File: src/rtl/bram_delay_ctrl_if.sv
// Stream-in / stream-out handshake plus single-port RAM bus for bram_delay_ctrl.
// The delay block sits on the slave side; the surrounding system and the RAM sit on the master side.
interface bram_delay_ctrl_if #(
  parameter int DATA_WIDTH = 16,
  parameter int ADDR_WIDTH = 6
);
  logic                  in_valid;
  logic                  in_ready;
  logic [DATA_WIDTH-1:0] in_sample;
  logic [ADDR_WIDTH-1:0] delay;
  logic                  out_valid;
  logic                  out_ready;
  logic [DATA_WIDTH-1:0] out_data;
  logic                  ram_en;
  logic                  ram_we;
  logic [ADDR_WIDTH-1:0] ram_addr;
  logic [DATA_WIDTH-1:0] ram_din;
  logic [DATA_WIDTH-1:0] ram_dout;

  modport slave (
    input  in_valid, in_sample, delay, out_ready, ram_dout,
    output in_ready, out_valid, out_data, ram_en, ram_we, ram_addr, ram_din
  );

  modport master (
    output in_valid, in_sample, delay, out_ready, ram_dout,
    input  in_ready, out_valid, out_data, ram_en, ram_we, ram_addr, ram_din
  );
endinterface

File: src/rtl/bram_delay_ctrl.sv
// Programmable sample delay line over an external single-port RAM used as a circular buffer.
// One sample per transaction: read the delayed tap, capture it, write the new sample, present it.
module bram_delay_ctrl #(
  parameter int DATA_WIDTH = 16,
  parameter int ADDR_WIDTH = 6
) (
  input logic               clock,
  input logic               reset,
  bram_delay_ctrl_if.slave  bus
);

  typedef enum logic [2:0] {
    IDLE = 3'd0,
    RD   = 3'd1,
    CAP  = 3'd2,
    WR   = 3'd3,
    OUT  = 3'd4
  } state_t;

  localparam logic [ADDR_WIDTH-1:0] ADDR_ONE = ADDR_WIDTH'(1);
  localparam logic [ADDR_WIDTH-1:0] FILL_MAX = {ADDR_WIDTH{1'b1}};

  state_t                state_q, state_d;
  logic [ADDR_WIDTH-1:0] wr_ptr_q, wr_ptr_d;
  logic [ADDR_WIDTH-1:0] fill_cnt_q, fill_cnt_d;
  logic [DATA_WIDTH-1:0] out_data_q, out_data_d;
  logic [DATA_WIDTH-1:0] sample_q, sample_d;
  logic [ADDR_WIDTH-1:0] delay_q, delay_d;

  logic                  in_ready;
  logic                  out_valid;
  logic                  ram_en;
  logic                  ram_we;
  logic [ADDR_WIDTH-1:0] ram_addr;
  logic [DATA_WIDTH-1:0] ram_din;

  always_comb begin
    state_d    = state_q;
    wr_ptr_d   = wr_ptr_q;
    fill_cnt_d = fill_cnt_q;
    out_data_d = out_data_q;
    sample_d   = sample_q;
    delay_d    = delay_q;
    in_ready   = 1'b0;
    out_valid  = 1'b0;
    ram_en     = 1'b0;
    ram_we     = 1'b0;
    ram_addr   = wr_ptr_q;
    ram_din    = sample_q;

    unique case (state_q)
      IDLE: begin
        in_ready = 1'b1;
        if (bus.in_valid) begin
          sample_d = bus.in_sample;
          delay_d  = bus.delay;
          state_d  = RD;
        end
      end
      RD: begin
        // Read address wraps naturally in ADDR_WIDTH bits when delay exceeds the pointer.
        ram_en   = 1'b1;
        ram_addr = wr_ptr_q - delay_q;
        state_d  = CAP;
      end
      CAP: begin
        // Until the buffer holds delay_q samples the tap points at unwritten (or stale) RAM.
        if (delay_q == '0) begin
          out_data_d = sample_q;
        end else if (fill_cnt_q >= delay_q) begin
          out_data_d = bus.ram_dout;
        end else begin
          out_data_d = '0;
        end
        state_d = WR;
      end
      WR: begin
        ram_en   = 1'b1;
        ram_we   = 1'b1;
        wr_ptr_d = wr_ptr_q + ADDR_ONE;
        if (fill_cnt_q != FILL_MAX) begin
          fill_cnt_d = fill_cnt_q + ADDR_ONE;
        end
        state_d = OUT;
      end
      OUT: begin
        out_valid = 1'b1;
        if (bus.out_ready) begin
          state_d = IDLE;
        end
      end
      default: begin
        state_d = IDLE;
      end
    endcase
  end

  always_ff @(posedge clock) begin
    if (reset) begin
      state_q    <= IDLE;
      wr_ptr_q   <= '0;
      fill_cnt_q <= '0;
      out_data_q <= '0;
    end else begin
      state_q    <= state_d;
      wr_ptr_q   <= wr_ptr_d;
      fill_cnt_q <= fill_cnt_d;
      out_data_q <= out_data_d;
    end
  end

  // Latched transaction operands only matter after an accept, so they carry no reset.
  always_ff @(posedge clock) begin
    sample_q <= sample_d;
    delay_q  <= delay_d;
  end

  assign bus.in_ready  = in_ready;
  assign bus.out_valid = out_valid;
  assign bus.out_data  = out_data_q;
  assign bus.ram_en    = ram_en;
  assign bus.ram_we    = ram_we;
  assign bus.ram_addr  = ram_addr;
  assign bus.ram_din   = ram_din;

endmodule

File: src/flat_wrapper.sv
// flat-port wrapper written by rule: the top's interface ports become plain ports
module bram_delay_ctrl_flat 
#(
  parameter int DATA_WIDTH = 16,
  parameter int ADDR_WIDTH = 6
)
  (clock, reset, bus_in_valid, bus_in_sample, bus_delay, bus_out_ready, bus_ram_dout, bus_in_ready, bus_out_valid, bus_out_data, bus_ram_en, bus_ram_we, bus_ram_addr, bus_ram_din);
  bram_delay_ctrl_if #(.DATA_WIDTH(DATA_WIDTH), .ADDR_WIDTH(ADDR_WIDTH)) bus_i ();
  input logic clock;
  input logic reset;
  input wire logic [$bits(bus_i.in_valid)-1:0] bus_in_valid;
  input wire logic [$bits(bus_i.in_sample)-1:0] bus_in_sample;
  input wire logic [$bits(bus_i.delay)-1:0] bus_delay;
  input wire logic [$bits(bus_i.out_ready)-1:0] bus_out_ready;
  input wire logic [$bits(bus_i.ram_dout)-1:0] bus_ram_dout;
  output wire logic [$bits(bus_i.in_ready)-1:0] bus_in_ready;
  output wire logic [$bits(bus_i.out_valid)-1:0] bus_out_valid;
  output wire logic [$bits(bus_i.out_data)-1:0] bus_out_data;
  output wire logic [$bits(bus_i.ram_en)-1:0] bus_ram_en;
  output wire logic [$bits(bus_i.ram_we)-1:0] bus_ram_we;
  output wire logic [$bits(bus_i.ram_addr)-1:0] bus_ram_addr;
  output wire logic [$bits(bus_i.ram_din)-1:0] bus_ram_din;
  assign bus_i.in_valid = bus_in_valid;
  assign bus_i.in_sample = bus_in_sample;
  assign bus_i.delay = bus_delay;
  assign bus_i.out_ready = bus_out_ready;
  assign bus_i.ram_dout = bus_ram_dout;
  assign bus_in_ready = bus_i.in_ready;
  assign bus_out_valid = bus_i.out_valid;
  assign bus_out_data = bus_i.out_data;
  assign bus_ram_en = bus_i.ram_en;
  assign bus_ram_we = bus_i.ram_we;
  assign bus_ram_addr = bus_i.ram_addr;
  assign bus_ram_din = bus_i.ram_din;
  bram_delay_ctrl #(.DATA_WIDTH(DATA_WIDTH), .ADDR_WIDTH(ADDR_WIDTH)) u_core (.clock(clock), .reset(reset), .bus(bus_i));
endmodule
File: config.mk
export PLATFORM = sky130hd
export DESIGN_NAME = bram_delay_ctrl_flat
export DESIGN_NICKNAME = d
export VERILOG_FILES = /design/src/rtl/bram_delay_ctrl_if.sv /design/src/rtl/bram_delay_ctrl.sv /design/src/flat_wrapper.sv
export SDC_FILE = /design/constraint.sdc
export NUM_CORES = 1
export LEC_CHECK = 0
export CAP_MARGIN = 20
export CORE_MARGIN = 2
export CORE_UTILIZATION = 45
export CTS_CLUSTER_SIZE = 25
export DETAILED_ROUTE_END_ITERATION = 8
export PLACE_DENSITY = 0.87
export RECOVER_POWER = 25
export SYNTH_ARGS = -nofsm -noshare
export SYNTH_HDL_FRONTEND = slang
export SYNTH_SLANG_ARGS = --single-unit
File: constraint.sdc
create_clock -name clock -period 2.6 [get_ports clock]
set_clock_uncertainty 0.15 [all_clocks]
set_input_delay 0.65 -clock clock [delete_from_list [all_inputs] [get_ports clock]]
set_output_delay 0.65 -clock clock [all_outputs]
set_load 0.02 [all_outputs]
==> impl_table.tex <==
\begin{tabular}{lr}
\hline
Metric & Value \\
\hline
\multicolumn{2}{l}{\textbf{Worst setup path}} \\
\quad CP arrival & 1950 ps \\
\quad Required time of the critical path & 1800 ps \\
\quad Classification of the worst setup path & flop to output port \\
\quad Reg-to-reg setup timing slack & 430 ps \\
\quad Beginning of the worst register-to-register path & u\_core.delay\_q[0]\$\_DFFE\_PP\_ \\
\quad Cell-by-cell trace of the critical path & inv\_2 > ha\_4 > or3\_1 > a31oi\_1 > a211oi\_2 > xnor2\_1 > buf\_4 \\
\quad Source of the critical timing path & u\_core.delay\_q[4]\$\_DFFE\_PP\_ \\
\quad Worst Setup End Kind & output port \\
\quad Slowest cell on the critical path & edfxtp\_1 \\
\quad Capturing point of the worst reg2reg path & u\_core.bus.out\_data[1]\$\_SDFFE\_PP0N\_ \\
\quad Critical-path maximum fanout & 4 \\
\quad Timing endpoint of the critical path & bus\_ram\_addr[5] \\
\quad Worst R2R Path Depth & 6 \\
\quad Startpoint kind of the worst setup timing path & flop \\
\quad CP max stage delay & 430 ps \\
\multicolumn{2}{l}{\textbf{Status}} \\
\quad Violated checks & setup timing \\
\quad Result of the run & finished, violations left \\
\multicolumn{2}{l}{\textbf{Placed design}} \\
\quad Half-perimeter wire length after placement & 4870 um \\
\quad Placed cell area & 3490 um\^{}2 \\
\quad Port Buf Inserts & 83 \\
\quad Final Wtd Congestion & 0.868 \\
\multicolumn{2}{l}{\textbf{Layout}} \\
\quad Number of fillers in the final layout & 412 \\
\quad Area added between synthesis and finish & 49.2\% \\
\quad Number of nets in the final layout & 412 \\
\quad Fin area & 3610 um\^{}2 \\
\quad Proportion of layout cells with a drive suffix above 1 & 13.4\% \\
\quad Antenna diode instance count & 0 \\
\multicolumn{2}{l}{\textbf{Yosys}} \\
\quad Synth Cell Area & 2420 um\^{}2 \\
\quad Compound-Gate Fraction of Synth Area & 13.9\% \\
\quad Yosys cell types & 33 \\
\quad Asr flop ratio synth & 0\% \\
\quad Synthesized Nets & 304 \\
\quad Xor and xnor fraction of the mapped netlist area & 4.34\% \\
\quad Sequential share of the synthesized area & 52.9\% \\
\quad Main combinational cell family by area after synthesis & simple AND/OR/NAND/NOR gates \\
\quad Most common cell in the netlist & nor2\_1 \\
\quad Number of warnings printed during yosys synthesis & 0 \\
\quad Leading post-synthesis cells by cell area & edfxtp\_1, dfxtp\_1, ha\_1 \\
\quad Simple-gate area share of the yosys netlist & 17.4\% \\
\quad Number of storage elements in the synthesis netlist & 53 \\
\quad Commonest register cell after synthesis & dfxtp\_1 \\
\quad Share of synthesized cell area in full adder, half adder and majority cells & 7.55\% \\
\quad Average size of a mapped cell & 9.76 um\^{}2 \\
\quad Multiplexer area fraction after synthesis & 0.414\% \\
\quad Yosys top cell area share & 27.3\% \\
\quad Cell taking the most area after synthesis & edfxtp\_1 \\
\quad Count of flip-flops with a built-in enable after synthesis & 22 \\
\quad List of most frequent post-synthesis cells & nor2\_1, dfxtp\_1, a21oi\_1, edfxtp\_1, nand3\_1 \\
\quad Instance count of the mapped netlist & 248 \\
\multicolumn{2}{l}{\textbf{Global routing}} \\
\quad Antenna violations before repair & 0 \\
\quad Met3 global-route usage & 4.65\% \\
\quad Via count of the first global-routing pass & 2270 \\
\quad Global-route track usage on met2 & 38.8\% \\
\quad Global-route wire length before repair & 10700 um \\
\quad Total grt overflow & 0 \\
\quad Combined global-route utilization of all metal layers & 22.6\% \\
\quad Maximum number of pins on one net before global-route repair & 32 \\
\quad Most used routing layer in global routing & met2 \\
\quad Fraction of met1 tracks used by global routing & 27.5\% \\
\multicolumn{2}{l}{\textbf{Floorplan}} \\
\quad Placement Rows & 26 \\
\quad Area of the die & 5980 um\^{}2 \\
\quad Area of the core & 5140 um\^{}2 \\
\quad Height of the chip & 77.3 um \\
\quad Initial Utilization & 47.1\% \\
\quad IO Count & 84 \\
\quad Die Width & 77.3 um \\
\multicolumn{2}{l}{\textbf{Timing}} \\
\quad Final cycle utilization of the critical path & 106\% \\
\quad Transition time at the pin with the least slew margin & 1440 ps \\
\quad Final worst slack & -145 ps \\
\quad Final slew viol count & 0 \\
\quad Setup Viol. Count Final & 3 \\
\quad Endpoints failing hold & 0 \\
\quad Maximum frequency from static timing analysis & 0.364 GHz \\
\quad Worst slew margin relative to its limit & 4.09\% \\
\quad Fin Hold WS & 355 ps \\
\quad Setup repair after global routing missed its margin & yes \\
\quad Post-route minimum period & 2750 ps \\
\multicolumn{2}{l}{\textbf{Route}} \\
\quad Routed vias & 2231 \\
\quad Number of detailed-route iterations in the first pass & 4 \\
\quad Remaining DRCs & 0 \\
\quad Drt initial violations & 126 \\
\quad Mean number of vias per cell & 5.22 \\
\quad Routed wirelength normalized by instance count & 15.2 um \\
\quad Detailed-route wire length & 6480 um \\
\quad Post-DRT Antenna Nets & 0 \\
\multicolumn{2}{l}{\textbf{Power}} \\
\quad Fraction of power consumed by combinational cells & 22.6\% \\
\quad Switching part of the total & 27.6\% \\
\quad Worst IR drop on VDD & 0.000468 V \\
\quad Internal power contribution & 1.32 mW \\
\quad PwrDens & 505 nW/um\^{}2 \\
\quad Fraction of power consumed by the clock network & 25.0\% \\
\quad Net Sw Power & 0.503 mW \\
\quad Static power due to leakage & 1.41 nW \\
\quad Register share of total power & 52.4\% \\
\multicolumn{2}{l}{\textbf{Flow run}} \\
\quad Max-cap check violation count & 0 \\
\multicolumn{2}{l}{\textbf{Clocking}} \\
\quad Number of H-tree branching levels & 2 \\
\quad Clock transition time at the flip-flop clock pins of the worst setup and hold paths & 90 ps \\
\quad Clock net sink count & 53 \\
\quad Clk Tree Root Cell & clkbuf\_8 \\
\quad Clock insertion delay at the later pin of the skew report & 310 ps \\
\quad TritonCTS clock tree & yes \\
\quad CTS Buf Count & 5 \\
\quad Clock tree buffer depth & 2 \\
\multicolumn{2}{l}{\textbf{Hold path}} \\
\quad Type of the most critical hold path & flop to flop \\
\quad Worst hold path cell count & 2 \\
\hline
\end{tabular}
==> power by group through the flow <==
stage	sequential [mW]	clock, mW	combinational (mW)
finish	0.955	0.456	0.412
CTS	0.955	0.466	0.420
global placement	0.970	0	0.403
detailed placement	0.973	0	0.412
floorplan	1.02	0	0.134
global route	0.963	0.501	0.442
==> sequential cells by signal, summed over array words and instances (netlist names) <==
name,flops
u_core.wr_ptr_q,6
u_core.bus.out_data,16
u_core.delay_q,6
u_core.bus.ram_din,16
u_core.state_q,3
u_core.fill_cnt_q,6
==> logic make-up after synthesis <==
group / Yosys count
buffers and inverters: 22
DFF: 53
xor gates and xnor gates: 12
AOI/OAI and AO/OA: 55
and+or+nand+nor: 91
adders and majority gates: 14
muxes: 1
==> area by class of cell <==
class	instances	area [um^2]	share of cell area [%]
Clock buffer	6	72.6	2.01
Clock inverter	2	13.8	0.381
Inverter	11	41.3	1.14
Multi-Input combinational cell	173	1080	30.1
Sequential cell	53	1280	35.5
Tap cell	70	87.6	2.43
Timing Repair Buffer	112	1030	28.5
==> stage by stage <==
step / worst slack [ps] / power (mW) / setup TNS [ps] / utilization [%] / instances
floorplan: 91.6 / 1.16 / 0 / - / 248
global placement: -293 / 1.37 / -820 / 67.9 / 416
detailed placement: -351 / 1.39 / -1050 / 67.9 / 416
CTS: -145 / 1.84 / -270 / 70.3 / 427
global route: -240 / 1.91 / -676 / 70.2 / 427
finish: -145 / 1.82 / -268 / 70.2 / 427
==> timing repair <==
| action | CTS | global route |
|---|---|---|
| pin swaps | 5 | 2 |
| endpoints found under the setup margin | 6 | 6 |
| hold buffers | 0 | 0 |
| buffers inserted | 3 | 0 |
| gates resized for setup | 37 | 5 |
==> layout by cell type (no fill, tap or decap), types with 10 or more instances in the layout <==
| cell type | n |
|---|---|
| nand3_1 | 22 |
| inv_1 | 10 |
| buf_4 | 30 |
| a21oi_1 | 21 |
| a211oi_1 | 17 |
| dlygate4sd3_1 | 23 |
| ha_1 | 11 |
| clkdlybuf4s50_1 | 53 |
| edfxtp_1 | 22 |
| dfxtp_1 | 31 |
| nor2_1 | 36 |
| nand2_1 | 15 |
==> how the worst min path moves through the flow <==
stage	startpoint	to	slack (ps)
floorplan	u_core.wr_ptr_q[0]$_SDFFE_PP0P_	u_core.wr_ptr_q[0]$_SDFFE_PP0P_	320
global placement	u_core.bus.out_data[6]$_SDFFE_PP0N_	u_core.bus.out_data[6]$_SDFFE_PP0N_	340
detailed placement	u_core.bus.out_data[14]$_SDFFE_PP0N_	u_core.bus.out_data[14]$_SDFFE_PP0N_	340
CTS	u_core.bus.out_data[14]$_SDFFE_PP0N_	u_core.bus.out_data[14]$_SDFFE_PP0N_	350
global route	u_core.bus.out_data[14]$_SDFFE_PP0N_	u_core.bus.out_data[14]$_SDFFE_PP0N_	380
finish	u_core.bus.out_data[14]$_SDFFE_PP0N_	u_core.bus.out_data[14]$_SDFFE_PP0N_	350
==> routing by layer <==
metal / vias up / wire (um)
li1: 1098 / -
met1: 1044 / 2710
met2: 75 / 3260
met3: 14 / 315
met4: 0 / 192
met5: - / 0
==> critical path, delay by kind of cell (launching register included) <==
family,cells,cell delay (ps)
DFF,1,430
and+or+nand+nor,1,300
AOI/OAI and AO/OA,2,280
buffers and inverters,2,270
adders and majority gates,1,210
xor gates and xnor gates,1,140
Note: power is estimated with default switching activity, not from simulation.
